==> src/rtl/rob_pkg.sv <==
// Shared ROB/retire definitions: field widths, retire FSM encoding and the
// hardwired-zero register index.
package rob_pkg;

  localparam int unsigned TAG_W  = 5;
  localparam int unsigned REG_W  = 5;
  localparam int unsigned DATA_W = 32;

  localparam int unsigned REG_ZERO = 0;

  typedef enum logic [1:0] {
    IDLE       = 2'd0,
    STORE_WAIT = 2'd1,
    FLUSH      = 2'd2
  } retire_state_e;

endpackage

==> src/rtl/retire_unit.sv <==
// Commit stage behind the ROB: pops the head, writes the register file,
// recycles tags, handshakes stores and flushes on a taken branch.
module retire_unit
  import rob_pkg::*;
#(
  parameter int unsigned TAG_W        = rob_pkg::TAG_W,
  parameter int unsigned REG_W        = rob_pkg::REG_W,
  parameter int unsigned DATA_W       = rob_pkg::DATA_W,
  parameter int unsigned FLUSH_CYCLES = 2
) (
  input  logic              clock,
  input  logic              reset,
  input  logic              Retire_valid,
  input  logic [TAG_W-1:0]  Retire_rd_tag,
  input  logic [REG_W-1:0]  Retire_rd_reg,
  input  logic [DATA_W-1:0] Retire_data,
  input  logic [DATA_W-1:0] Retire_pc,
  input  logic              Retire_branch,
  input  logic              Retire_branch_taken,
  input  logic              Retire_store_ready,
  output logic              Retire_ack,
  output logic              Rf_wr_en,
  output logic [REG_W-1:0]  Rf_wr_reg,
  output logic [DATA_W-1:0] Rf_wr_data,
  output logic              Tag_release_valid,
  output logic [TAG_W-1:0]  Tag_release_tag,
  output logic              Store_commit_req,
  output logic [TAG_W-1:0]  Store_commit_tag,
  input  logic              Store_commit_ack,
  output logic              Flush,
  output logic [DATA_W-1:0] Flush_pc,
  output logic [31:0]       Commit_count,
  output logic [31:0]       Mispredict_count
);

  localparam int unsigned CNT_W = 4;

  retire_state_e     state_q, state_d;
  logic [CNT_W-1:0]  flush_cnt_q, flush_cnt_d;

  logic              rf_wr_en_d;
  logic [REG_W-1:0]  rf_wr_reg_d;
  logic [DATA_W-1:0] rf_wr_data_d;
  logic              tag_rel_valid_d;
  logic [TAG_W-1:0]  tag_rel_tag_d;
  logic              store_req_d;
  logic [TAG_W-1:0]  store_tag_d;
  logic              flush_d;
  logic [DATA_W-1:0] flush_pc_d;
  logic              commit_inc;
  logic              mispredict_inc;

  // The PC travels with the head entry but the redirect comes from Retire_data.
  logic pc_unused;
  assign pc_unused = ^Retire_pc;

  // State and output registers; reset abandons any store or flush in flight.
  always_ff @(posedge clock or posedge reset) begin
    if (reset) begin
      state_q           <= IDLE;
      flush_cnt_q       <= '0;
      Rf_wr_en          <= 1'b0;
      Rf_wr_reg         <= '0;
      Rf_wr_data        <= '0;
      Tag_release_valid <= 1'b0;
      Tag_release_tag   <= '0;
      Store_commit_req  <= 1'b0;
      Store_commit_tag  <= '0;
      Flush             <= 1'b0;
      Flush_pc          <= '0;
      Commit_count      <= '0;
      Mispredict_count  <= '0;
    end else begin
      state_q           <= state_d;
      flush_cnt_q       <= flush_cnt_d;
      Rf_wr_en          <= rf_wr_en_d;
      Rf_wr_reg         <= rf_wr_reg_d;
      Rf_wr_data        <= rf_wr_data_d;
      Tag_release_valid <= tag_rel_valid_d;
      Tag_release_tag   <= tag_rel_tag_d;
      Store_commit_req  <= store_req_d;
      Store_commit_tag  <= store_tag_d;
      Flush             <= flush_d;
      Flush_pc          <= flush_pc_d;
      Commit_count      <= Commit_count + 32'(commit_inc);
      Mispredict_count  <= Mispredict_count + 32'(mispredict_inc);
    end
  end

  // Next state, head pop and next values of the registered outputs.
  always_comb begin
    state_d         = state_q;
    flush_cnt_d     = flush_cnt_q;
    Retire_ack      = 1'b0;
    rf_wr_en_d      = 1'b0;
    rf_wr_reg_d     = Rf_wr_reg;
    rf_wr_data_d    = Rf_wr_data;
    tag_rel_valid_d = 1'b0;
    tag_rel_tag_d   = Tag_release_tag;
    store_req_d     = Store_commit_req;
    store_tag_d     = Store_commit_tag;
    flush_d         = Flush;
    flush_pc_d      = Flush_pc;
    commit_inc      = 1'b0;
    mispredict_inc  = 1'b0;

    case (state_q)
      IDLE: begin
        if (Retire_valid) begin
          if (Retire_store_ready) begin
            // Stores wait for the store buffer before the head is popped.
            store_req_d = 1'b1;
            store_tag_d = Retire_rd_tag;
            state_d     = STORE_WAIT;
          end else begin
            Retire_ack      = 1'b1;
            tag_rel_valid_d = 1'b1;
            tag_rel_tag_d   = Retire_rd_tag;
            commit_inc      = 1'b1;
            if (!Retire_branch) begin
              rf_wr_en_d   = (Retire_rd_reg != REG_W'(REG_ZERO));
              rf_wr_reg_d  = Retire_rd_reg;
              rf_wr_data_d = Retire_data;
            end else if (Retire_branch_taken) begin
              // Predicted not-taken, so any taken branch is a mispredict.
              flush_d        = 1'b1;
              flush_pc_d     = Retire_data;
              flush_cnt_d    = CNT_W'(FLUSH_CYCLES - 1);
              mispredict_inc = 1'b1;
              state_d        = FLUSH;
            end
          end
        end
      end

      STORE_WAIT: begin
        if (Store_commit_ack) begin
          Retire_ack      = 1'b1;
          store_req_d     = 1'b0;
          tag_rel_valid_d = 1'b1;
          tag_rel_tag_d   = Store_commit_tag;
          commit_inc      = 1'b1;
          state_d         = IDLE;
        end
      end

      FLUSH: begin
        if (flush_cnt_q == '0) begin
          flush_d = 1'b0;
          state_d = IDLE;
        end else begin
          flush_cnt_d = flush_cnt_q - CNT_W'(1);
        end
      end

      default: begin
        state_d = IDLE;
      end
    endcase
  end

endmodule

==> config.mk <==
export PLATFORM = sky130hd
export DESIGN_NAME = retire_unit
export DESIGN_NICKNAME = d
export VERILOG_FILES = /design/src/rtl/rob_pkg.sv /design/src/rtl/retire_unit.sv
export SDC_FILE = /design/constraint.sdc
export NUM_CORES = 1
export LEC_CHECK = 0
export BUFFER_PORTS_ARGS = -buffer_cell sky130_fd_sc_hd__buf_2
export CAP_MARGIN = 20
export CORE_MARGIN = 4
export CORE_UTILIZATION = 50
export DETAILED_ROUTE_END_ITERATION = 10
export PLACE_DENSITY = 0.78
export SLEW_MARGIN = 30
export SYNTH_ARGS = -nofsm -noshare
export SYNTH_HDL_FRONTEND = slang
export SYNTH_SLANG_ARGS = --single-unit
export TNS_END_PERCENT = 1
==> constraint.sdc <==
create_clock -name clock -period 5.9 [get_ports clock]
set_input_delay 0.295 -clock clock [delete_from_list [all_inputs] [get_ports clock]]
set_output_delay 0.295 -clock clock [all_outputs]
set_load 0.01 [all_outputs]
==> results.toml <==
[synth]
ys_async_sr_fraction_pct = 100
synth_top_area_cell = "dfrtp_1"
ys_warn_count = 0
avgSynthCellArea_um2 = 13.5
syn_area_um2 = 6360
synth_edf_count = 0
synth_flop_cell = "dfrtp_1"
seq_area_frac_synth_pct = 60.2
synthTopCellsByCount = "dfrtp_1 (153), mux2_2 (75), xnor2_1 (51)"
synth_cell_types = 39
yosysTopAreaCellShare_pct = 60.2
yosysMostFrequentCell = "dfrtp_1"
syn_inst = 470
synth_seq_cells = 153
synth_fp_nets = 558
synthTopCellsByArea = "dfrtp_1 (60%), mux2_2 (13%), xnor2_1 (7.0%), nand4_1 (2.2%), nand3_1 (2.1%)"

[cts]
clock_sinks = 153
cts_post_setup_buffers_inserted = 0
cts-htree-levels = 4
insertion_delay_ns = 0.41
ctsHoldBuffers = 0
ctsResizeCount = 0
clkTransAtPathRegs_ns = 0.06
cts_tree = "yes"
numCtsBuffers = 17
clockBufferDepth = 2
cts-root-buf = "clkbuf_16"

[sta]
setup-tns-final_ns = 0
slew_headroom_pct = 42.8
skew_ns = 0.00553
rsz0062_at_grt = "false"
fin_crit_ns = 3.48
tightest_slew_ns = 0.852
final-max-slew-violation-count = 0
period_share_pct = 58.9
fmax_mhz = 288
hold_viol = 0
finalSetupViolCount = 0

[die]
die-area_um2 = 14600
rows = 40
start_util_pct = 52.1
io_pins = 229
die_w_um = 121
core-area_um2 = 12200
die_h_um = 121

[global_routing]
antenna_found_initial = 1
grt_max_degree = 88
overflow = 0
grt_pass1_vias = 4688
grt_pass1_wl_um = 23300
grt_use_total_pct = 20.1

[placed_design]
routabilityCongestion = 0.842
dp_hpwl_um = 9950
io_buffers = 196

[cells_and_area]
fillers = 936
syn2layout_area_growth_pct = 27.8
seq_area_um2 = 3830
n_antenna_cell = 0
final_nets = 761
drive_gt1_share_pct = 45.9
multiInputGateArea_um2 = 2400
post-route-util_pct = 66.6

[critical_path]
critPathMaxFanout = 13
cpPeakStageDelay_ns = 0.67
arrival_ns = 3.77
slowest_stage = "a21oi_1"
path_cells = "or3b_2 > a21oi_1 > ha_1 > ha_1 > and3_1 > nor4b_1 > nand3_1 > xnor2_1"
cp_common_cell = "ha_1"
critPathLaunchType = "flip-flop"
crit_type = "reg2reg"
cp-end-kind = "flip-flop"
critPathRequiredTime_ns = 6.20

[pwr]
vdd_drop_max_mv = 0.299
p_per_area_nw_per_um2 = 451
fin_total_pwr_mw = 3.67
p_leak_nw = 4.03

[drt]
vias = 4458
wl_met2_um = 6920
met1Wirelength_um = 5460
wl_per_cell_um = 16.4
met3WireLength_um = 1370
drtPass1Iterations = 4
detail-route-antenna-nets = 0
drc = 0
routed_via_density = 5.22
drtIter0Drc = 249
top_layer_used = "met5"
wl_um = 14000

[flow_run]
maxCapViolCount = 0

[status]
run_status = "completed"

[hold_path]
hold_path.class = "in2async"
==> power by group <==
group / switching [mW] / leakage (nW) / internal, mW / total (mW)
sequential: 0.198 / 1.94 / 1.36 / 1.56
clock: 0.415 / 0.306 / 0.773 / 1.19
combinational: 0.455 / 1.79 / 0.462 / 0.917
==> cells by family (layout without fill, tap and decap cells) <==
| logic type | after synthesis | after routing | synth area share (%) |
|---|---|---|---|
| flip-flops | 153 | 153 | 60.2 |
| XOR/XNOR | 60 | 60 | 8.26 |
| buffers and inverters | 22 | 238 | 2.10 |
| AND/OR/NAND/NOR | 132 | 132 | 12.4 |
| AO/OA/AOI/OAI | 15 | 15 | 1.42 |
| adder cells (fa/ha/maj) | 7 | 7 | 1.38 |
| multiplexers | 81 | 81 | 14.2 |
==> metal layers <==
layer / vias to the layer above / track usage [%]
met5: - / 0
met2: 167 / 32.3
met3: 30 / 8.09
li1: 2070 / -
met4: 2 / 7.72
met1: 2189 / 24.4
==> metrics by stage <==
stage / hold slack, ns / setup slack [ns] / cells / instance area (um^2)
global route: 0.0917 / 2.22 / 854 / 8130
floorplan: 0.395 / 1.48 / 470 / 6360
CTS: 0.0561 / 2.44 / 854 / 8130
finish: 0.0120 / 2.42 / 854 / 8130
detailed placement: 0.460 / 2.46 / 822 / 7470
global placement: 0.455 / 2.46 / 822 / 7470
==> worst paths after layout <==
| path | slack (ns) | endpoint | startpoint | cells past startpoint |
|---|---|---|---|---|
| setup / recovery | 2.42 | Commit_count[16]$_DFF_PP0_ | state_q[0]$_DFFE_PP0P_ | 8 |
| hold / removal | 0.01 | Tag_release_tag[1]$_DFFE_PP0P_ | reset | 2 |
| setup reg to reg | 2.42 | Commit_count[16]$_DFF_PP0_ | state_q[0]$_DFFE_PP0P_ | 8 |
| hold reg to reg | 0.47 | Commit_count[31]$_DFF_PP0_ | Commit_count[31]$_DFF_PP0_ | 1 |
| max in group asynchronous | 4.53 | Flush_pc[21]$_DFFE_PP0P_ | reset | 3 |
| min in group clock | 0.11 | state_q[0]$_DFFE_PP0P_ | Store_commit_ack | 2 |
==> critical path, delay by kind of cell (launching register included) <==
family | cells | cell delay (ns)
fa+ha+maj | 2 | 0.50
flops | 1 | 0.45
simple gates | 4 | 1.59
compound gates | 1 | 0.67
xor+xnor | 1 | 0.14
==> area by class of cell <==
cell class / count / area share (%)
flip-flops and latches: 153 / 47.1
multi-input cells: 295 / 29.5
repair buffers: 199 / 12.3
clock buffers: 21 / 5.66
well taps: 168 / 2.59
clock inverters: 11 / 2.39
inverters: 7 / 0.385
==> cells in the final DEF (no fill, tap or decap), types with 2 or more instances in the layout <==
| cell | instances |
|---|---|
| inv_1 | 6 |
| nand2b_1 | 3 |
| a21oi_1 | 7 |
| clkbuf_8 | 2 |
| clkbuf_16 | 17 |
| and3_1 | 11 |
| mux2_2 | 75 |
| xnor2_1 | 51 |
| and4_1 | 4 |
| nand3_1 | 27 |
| o21bai_1 | 2 |
| nor3_1 | 8 |
| clkbuf_1 | 2 |
| mux2i_1 | 6 |
| clkinvlp_4 | 4 |
| buf_2 | 196 |
| nand2_1 | 21 |
| o22ai_1 | 2 |
| nor4_4 | 2 |
| and2_1 | 5 |
| and4_2 | 3 |
| buf_4 | 3 |
| dfrtp_1 | 153 |
| nor3b_1 | 2 |
| bufinv_16 | 5 |
| nand4_1 | 22 |
| or3b_2 | 2 |
| nor4b_1 | 2 |
| ha_1 | 7 |
| xor2_1 | 9 |
| nor2_1 | 12 |
(Power assumes the default switching activity.)
